File: config.mk
export PLATFORM = sky130hd
export DESIGN_NAME = div_result_unit
export DESIGN_NICKNAME = d
export VERILOG_FILES = /design/src/rtl/div_pkg.sv /design/src/rtl/div_sign_fix.sv /design/src/rtl/div_result_unit.sv
export SDC_FILE = /design/constraint.sdc
export NUM_CORES = 1
export LEC_CHECK = 0
export CAP_MARGIN = 25
export CORE_MARGIN = 4
export CORE_UTILIZATION = 45
export CTS_CLUSTER_SIZE = 20
export DETAILED_ROUTE_END_ITERATION = 10
export PLACE_DENSITY = 0.73
export SLEW_MARGIN = 20
export SYNTH_ARGS = -nofsm -noshare
export SYNTH_HDL_FRONTEND = slang
export SYNTH_SLANG_ARGS = --single-unit
File: constraint.sdc
create_clock -name clk -period 3.3 [get_ports clk]
set_clock_uncertainty 0.1 [all_clocks]
set_input_delay 0.825 -clock clk [delete_from_list [all_inputs] [get_ports clk]]
set_output_delay 0.825 -clock clk [all_outputs]
set_load 0.02 [all_outputs]
File: src/rtl/div_pkg.sv
// Shared types and constants for the signed division result unit.
// No logic here: FSM state encoding, watchdog default, divide-by-zero results.
// Imported by div_result_unit and div_sign_fix.
package div_pkg;

  // Data width of the divider operands and the HI/LO registers
  localparam int DIV_W = 32;

  // Default number of WAIT cycles tolerated before declaring the divider hung
  localparam int DIV_WDOG_LIMIT = 40;

  // Results written on a divide-by-zero issue: all-ones quotient, zero remainder
  localparam logic [DIV_W-1:0] DBZ_LO = 32'hFFFF_FFFF;
  localparam logic [DIV_W-1:0] DBZ_HI = 32'h0000_0000;

  // Sequencer states
  typedef enum logic [2:0] {
    IDLE   = 3'd0,
    LAUNCH = 3'd1,
    WAIT   = 3'd2,
    FIXUP  = 3'd3,
    WRITE  = 3'd4
  } div_state_t;

endpackage

File: src/rtl/div_sign_fix.sv
// Conditional two's-complement negate of an unsigned magnitude.
// Latency: purely combinational, zero cycles.
// Backpressure: none; output follows inputs.
module div_sign_fix
  import div_pkg::*;
#(
  parameter int W = DIV_W
) (
  input  logic         i_neg,
  input  logic [W-1:0] i_val,
  output logic [W-1:0] o_val
);

  logic [W-1:0] w_neg_val;

  // Most-negative value wraps to itself, which is the accepted behaviour
  assign w_neg_val = ~i_val + W'(1);
  assign o_val     = i_neg ? w_neg_val : i_val;

endmodule

File: src/rtl/div_result_unit.sv
// Sequences an unsigned divider and applies sign correction into HI/LO.
// Latency: div_valid seen at edge k -> HI/LO updated and busy low after edge k+2.
// Backpressure: start and HIin/LOin are ignored while busy; watchdog aborts a hung divider.
module div_result_unit
  import div_pkg::*;
#(
  parameter int WDOG_LIMIT = DIV_WDOG_LIMIT
) (
  input  logic             clk,
  input  logic             reset,
  input  logic             start,
  input  logic             a_sign,
  input  logic             m_sign,
  input  logic             m_zero,
  output logic             div_start,
  input  logic             div_valid,
  input  logic [DIV_W-1:0] div_quo,
  input  logic [DIV_W-1:0] div_rem,
  input  logic             HIin,
  input  logic             LOin,
  input  logic [DIV_W-1:0] bus_in,
  input  logic             HIout,
  input  logic             LOout,
  output logic [DIV_W-1:0] HI,
  output logic [DIV_W-1:0] LO,
  output logic [DIV_W-1:0] bus_out,
  output logic             busy,
  output logic             dbz,
  output logic             tmo
);

  localparam int WDW = $clog2(WDOG_LIMIT + 1);

  div_state_t       r_state;
  div_state_t       w_state_nxt;

  logic             r_a_sign;
  logic             r_m_sign;
  logic             r_dbz;
  logic             r_tmo;
  logic [WDW-1:0]   r_wdog;
  logic [DIV_W-1:0] r_quo;
  logic [DIV_W-1:0] r_rem;
  logic [DIV_W-1:0] r_hi;
  logic [DIV_W-1:0] r_lo;

  logic             w_accept;
  logic             w_wdog_done;
  logic             w_quo_neg;
  logic [DIV_W-1:0] w_quo_fix;
  logic [DIV_W-1:0] w_rem_fix;

  // A start is only honoured from IDLE; anything while busy is dropped
  assign w_accept    = (r_state == IDLE) && start;
  // Last permitted WAIT cycle: no div_valid here means the divider is hung
  assign w_wdog_done = (r_wdog == WDW'(WDOG_LIMIT - 1));
  // Quotient sign is the XOR of operand signs; remainder follows the dividend
  assign w_quo_neg   = r_a_sign ^ r_m_sign;

  div_sign_fix #(.W(DIV_W)) u_quo_fix (
    .i_neg (w_quo_neg),
    .i_val (r_quo),
    .o_val (w_quo_fix)
  );

  div_sign_fix #(.W(DIV_W)) u_rem_fix (
    .i_neg (r_a_sign),
    .i_val (r_rem),
    .o_val (w_rem_fix)
  );

  // State register; reset abandons any division in flight
  always_ff @(posedge clk or negedge reset) begin
    if (!reset) begin
      r_state <= IDLE;
    end else begin
      r_state <= w_state_nxt;
    end
  end

  // Next-state decode
  always_comb begin
    w_state_nxt = r_state;
    unique case (r_state)
      IDLE: begin
        if (start) begin
          w_state_nxt = m_zero ? WRITE : LAUNCH;
        end
      end
      LAUNCH: w_state_nxt = WAIT;
      WAIT: begin
        if (div_valid) begin
          w_state_nxt = FIXUP;
        end else if (w_wdog_done) begin
          w_state_nxt = IDLE;
        end
      end
      FIXUP:   w_state_nxt = WRITE;
      WRITE:   w_state_nxt = IDLE;
      default: w_state_nxt = IDLE;
    endcase
  end

  // Moore outputs decoded from the current state
  always_comb begin
    div_start = (r_state == LAUNCH);
    busy      = (r_state != IDLE);
  end

  // Operand signs latched at issue so the CPU may change them afterwards
  always_ff @(posedge clk or negedge reset) begin
    if (!reset) begin
      r_a_sign <= 1'b0;
      r_m_sign <= 1'b0;
    end else if (w_accept && !m_zero) begin
      r_a_sign <= a_sign;
      r_m_sign <= m_sign;
    end
  end

  // Sticky status flags: cleared by the next accepted start
  always_ff @(posedge clk or negedge reset) begin
    if (!reset) begin
      r_dbz <= 1'b0;
      r_tmo <= 1'b0;
    end else if (w_accept) begin
      r_dbz <= m_zero;
      r_tmo <= 1'b0;
    end else if ((r_state == WAIT) && !div_valid && w_wdog_done) begin
      r_tmo <= 1'b1;
    end
  end

  // Watchdog: restarted on launch, counts every WAIT cycle
  always_ff @(posedge clk or negedge reset) begin
    if (!reset) begin
      r_wdog <= '0;
    end else if (r_state == LAUNCH) begin
      r_wdog <= '0;
    end else if (r_state == WAIT) begin
      r_wdog <= r_wdog + WDW'(1);
    end
  end

  // Working quotient/remainder: raw capture, then in-place sign correction
  always_ff @(posedge clk or negedge reset) begin
    if (!reset) begin
      r_quo <= '0;
      r_rem <= '0;
    end else if (w_accept && m_zero) begin
      r_quo <= DBZ_LO;
      r_rem <= DBZ_HI;
    end else if ((r_state == WAIT) && div_valid) begin
      r_quo <= div_quo;
      r_rem <= div_rem;
    end else if (r_state == FIXUP) begin
      r_quo <= w_quo_fix;
      r_rem <= w_rem_fix;
    end
  end

  // Architectural HI/LO: result commit in WRITE, direct CPU writes only when idle
  always_ff @(posedge clk or negedge reset) begin
    if (!reset) begin
      r_hi <= '0;
      r_lo <= '0;
    end else if (r_state == WRITE) begin
      r_hi <= r_rem;
      r_lo <= r_quo;
    end else if (r_state == IDLE) begin
      if (HIin) begin
        r_hi <= bus_in;
      end
      if (LOin) begin
        r_lo <= bus_in;
      end
    end
  end

  assign HI      = r_hi;
  assign LO      = r_lo;
  assign dbz     = r_dbz;
  assign tmo     = r_tmo;
  // Read mux toward the register bus; HI wins when both selects are high
  assign bus_out = HIout ? r_hi : (LOout ? r_lo : '0);

endmodule
**Word-level counts from Yosys, hierarchy flattened**

Index checks and enable logic that the tools add are counted.

- Output and inout port bits: 100
- Input port bits: 107
- Word-level logic and storage cells: 71
- Register bits after elaboration: 141

- Mux-type cells: 25
- Eq/ne operators: 7
- Bitwise operators: 3
- Add/subtract/negate cells: 3
- Reduce and logical (&&, ||, !) cells: 23

Operator list:

| operator | count |
|---|---|
| 2-to-1 mux 32 bit | 16 |
| adder 32 x 1 -> 32 bit (second input constant) | 2 |
| NOT 32 bit | 2 |
| 2-to-1 mux 3 bit | 4 |
| 2-to-1 mux 6 bit | 2 |
| case mux 3 bit (4 select lines) | 1 |
| nonzero test 3 bit | 4 |
| AND reduction 2 bit | 5 |
| nonzero test 2 bit | 5 |
| adder 6 x 1 -> 6 bit (second input constant) | 1 |
| equality test 3 x 2 -> 1 bit (second input constant) | 2 |
| equality test 6 bit (second input constant) | 1 |
| logical AND 1 bit | 6 |
| equality test 3 x 1 -> 1 bit (second input constant) | 1 |
| equality test 3 bit (second input constant) | 1 |
| zero test 3 bit | 1 |
| != test 3 bit (second input constant) | 1 |
| zero test 1 bit | 2 |
| 2-to-1 mux 1 bit | 2 |
| != test 2 bit (second input constant) | 1 |
| bitwise XOR 1 bit | 1 |

**Logic depth before layout (Yosys ltp)**

- Depth after elaboration: 6
- Depth in mapped cells: 9
- Depth with buffers taken out: 7

**Modules after synthesis**

From an unflattened synthesis, not the netlist that was laid out.

- Cell total of the unflattened synthesis: 803
- Area total of the unflattened synthesis: 8772.2 µm²

Modules (own cells, without submodules):

| module | cells each | times used | sequential area each (µm²) | area each (µm²) |
|---|---|---|---|---|
| div_result_unit | 605 | 1 | 3528.4 | 7218.2 |
| div_sign_fix | 99 | 2 | 0.0 | 777.0 |

**Worst setup path after synthesis**

No wires, ideal clock.

- Path kind: input -> output
- Start: input HIout
- End: output bus_out[0]
- Slack: 0.641 ns
- Stages on the path: 4
- Data required time: 2.375 ns
- Data arrival time: 1.734 ns
- Path buffers: 2
- Cells stage by stage: clkbuf_1 > nor2b_1 > clkbuf_1 > a22o_1

- Cells in the longest elaborated chain, start to end: 1

RTL lines:

| element | line | text |
|---|---|---|
| start: declaration | div_result_unit.sv:22 | `input logic HIout,` |
| 2-to-1 mux 32 bit | div_result_unit.sv:185 | `assign bus_out = HIout ? r_hi : (LOout ? r_lo : '0);` |
| end: declaration | div_result_unit.sv:26 | `output logic [DIV_W-1:0] bus_out,` |

Every way passes these cells.

**Worst setup path in the final report**

- Start: input HIout
- End: output bus_out[30]

Same word-level chain as after synthesis.

==> flow_metrics.env <==
export IMPL_syn_to_final_growth_pct=37.2
export IMPL_p_sw_frac=0.433
export IMPL_yosysMostFrequentCell="dfrtp_1"
export IMPL_ys_warn_count=0
export IMPL_stdcell_count=1311
export IMPL_via_per_inst=5.86
export IMPL_nets=1188
export IMPL_p_seq_frac=0.348
export IMPL_crit_type="input pin to output port"
export IMPL_totalWireLength_um=25800
export IMPL_worstHoldPathType="input pin to asynchronous set/reset pin"
export IMPL_max_slew_margin=0.404
export IMPL_grt_usage=0.259
export IMPL_rsz0062_at_grt="false"
export IMPL_status="finished, final reports clean"
export IMPL_cts_buffers=17
export IMPL_cts_tree="built"
export IMPL_fin_area_um2=10700
export IMPL_dpl_cell_area_um2=10200
export IMPL_synth_distinct_cells=64
export IMPL_fmaxAchievable_ghz=0.313
export IMPL_reg2reg_to="r_rem[31]$_DFFE_PN0P_"
export IMPL_globalplace_congestion=0.836
export IMPL_critPathMaxStageDelay_ns=0.63
export IMPL_antenna_left=0
export IMPL_synth_ff_type="dfrtp_1"
export IMPL_slowest_stage="clkdlybuf4s50_1"
export IMPL_synth_nets=1008
export IMPL_yosysSeqAreaShare=0.451
export IMPL_grt_overflow=0
export IMPL_antenna_found_initial=1
export IMPL_drt_iter0_markers=660
export IMPL_cp_max_fo=16
export IMPL_synth_top_area_cell="dfrtp_1"
export IMPL_num_vias=7686
export IMPL_p_int_mw=5.70
export IMPL_htreeDepth=4
export IMPL_rr_startpoint="r_rem[20]$_DFFE_PN0P_"
export IMPL_synthTopCellsByCount="dfrtp_1, o21ai_0, nand2_1"
export IMPL_syn_inst=898
export IMPL_yosys_area_top_type_share=0.451
export IMPL_rrSetupSlack_ns=0.57
export IMPL_setup_viol=0
export IMPL_crit_path_cell_trace="dlygate4sd2_1, buf_4, nand2_1, o21ai_0, clkdlybuf4s50_1"
export IMPL_final_setup_tns_ns=0
export IMPL_clkSlewWorstSetupHoldPaths_ns=0.06
export IMPL_worstPathRequired_ns=2.37
export IMPL_hold_viol=0
export IMPL_start_util=0.465
export IMPL_switchingPower_mw=4.36
export IMPL_die_w_um=140
export IMPL_cts_buffer_depth=2
export IMPL_pin_count=207
export IMPL_port_buffers=206
export IMPL_power_leakage_nw=4.34
export IMPL_synthTopCellsByArea="dfrtp_1, o21ai_0, a21oi_1"
export IMPL_cts_hold_buf=0
export IMPL_drv_slew=0
export IMPL_die_area_um2=19500
export IMPL_vdd_drop_max_v=0.000529
export IMPL_synth_seq_cells=141
export IMPL_drc=0
export IMPL_synth_edf_count=0
export IMPL_grt_pass1_wl_um=40700
export IMPL_worst_ep_arrival_time_ns=2.27
export IMPL_worstMarginPinSlew_ns=0.893
export IMPL_nFillCells=1466
export IMPL_cts_root_buf="clkbuf_16"
export IMPL_clkPwrFrac=0.189
export IMPL_r2r_cells=5
export IMPL_wl_per_cell_um=19.6
export IMPL_synth_area_um2=7820
export IMPL_p_comb_frac=0.463
export IMPL_finalCritPeriodShare=0.967
export IMPL_maxCapViolCount=0
export IMPL_hpwlAfterDp_um=18500
export IMPL_layout_drive_gt1_share=0.0798
export IMPL_clock_latency_ns=0.42
export IMPL_syn_area_per_cell_um2=8.70
export IMPL_end_kind="output port"
export IMPL_async_reset_ff_frac=1.00
export IMPL_grt_pass1_vias=7353
export IMPL_crit_path_start_kind="input pin"
export IMPL_core_um2=16800
export IMPL_clock_sink_count=141
export IMPL_firstDrtPassIters=5
export IMPL_rows=47
export IMPL_p_per_area_nw_per_um2=938
export IMPL_finalCriticalPeriod_ns=3.19
export IMPL_placedCellCount=1279
export IMPL_grt_max_degree=67
export IMPL_die_y_um=140
placed cells by master (no fill, tap or decap), types with 19 or more instances in the layout:
cell type,instances
clkdlybuf4s50_1,173
o21ai_0,114
nor2b_1,32
buf_4,22
a22o_1,31
a21oi_1,90
nor4_1,19
dfrtp_1,141
dlygate4sd2_1,32
nor3_1,31
nand2_1,111
nor2_1,50
logic make-up after synthesis:
group | after synthesis | share of synthesized area
buffers and inverters | 82 | 0.0421
AO/OA/AOI/OAI | 318 | 0.252
multiplexers | 6 | 0.00784
flip-flops | 141 | 0.451
AND/OR/NAND/NOR | 329 | 0.221
XOR/XNOR | 19 | 0.0213
adder cells (fa/ha/maj) | 3 | 0.00480
what timing repair did:
item,in CTS,in global routing
setup endpoints to repair,32,0
gates resized for setup,32,0
endpoints found under the hold margin,0,0
buffers inserted,0,0
through the flow:
| step | total power, mW | hold slack, ns | util | setup slack [ns] |
|---|---|---|---|---|
| after floorplan | 6.06 | 0.344 | - | 0.641 |
| after global placement | 8.15 | 0.372 | 0.605 | -0.219 |
| after detailed placement | 8.25 | 0.398 | 0.605 | -0.247 |
| after CTS | 10.1 | 0.221 | 0.637 | 0.102 |
| after global routing | 10.7 | 0.231 | 0.638 | 0.0271 |
| final | 10.1 | 0.210 | 0.638 | 0.108 |
final cells by class:
type,count,area [um2],area share
Inverter,10,37.5,0.00350
Tap cell,220,275,0.0257
Multi-Input combinational cell,675,4010,0.374
Antenna cell,1,2.50,0.000233
Timing Repair Buffer,233,2290,0.213
Clock buffer,18,439,0.0410
Sequential cell,141,3530,0.329
Clock inverter,13,145,0.0135
worst max-delay path by stage:
stage	start	end	slack [ns]	cells after the start
floorplan	HIout	bus_out[0]	0.64	4
global placement	HIout	bus_out[9]	-0.22	5
detailed placement	HIout	bus_out[8]	-0.25	5
CTS	HIout	bus_out[30]	0.10	5
global route	r_state[0]$_DFFE_PN0P_	div_start	0.03	3
finish	HIout	bus_out[30]	0.11	5
state kept, by name, summed over array words and instances, names as in the netlist:
name / count
HI: 32
LO: 32
r_quo: 32
r_rem: 32
r_wdog: 6
r_state: 3
dbz: 1
r_a_sign: 1
r_m_sign: 1
tmo: 1
per-layer routing:
layer | share of wire | GRT usage | up-vias
met2 | 0.48 | 0.423 | 274
met3 | 0.063 | 0.0504 | 29
li1 | - | - | 3668
met4 | 0.013 | 0.0668 | 0
met5 | 0 | 0 | -
met1 | 0.44 | 0.356 | 3715
worst max-delay path, delay by kind of cell:
kind                   cells  cell delay [ns]
buffers and inverters      3             1.30
AO/OA/AOI/OAI              1             0.07
AND/OR/NAND/NOR            1             0.07
power by group through the flow:
stage                     registers [mW]  clock network (mW)  logic, mW
after floorplan                     3.60                   0       2.47
after global routing                3.61                2.01       5.10
after detailed placement            3.49                   0       4.76
final                               3.50                1.91       4.66
after global placement              3.47                   0       4.67
after CTS                           3.47                1.92       4.68
Note: power is estimated with default switching activity, not from simulation.
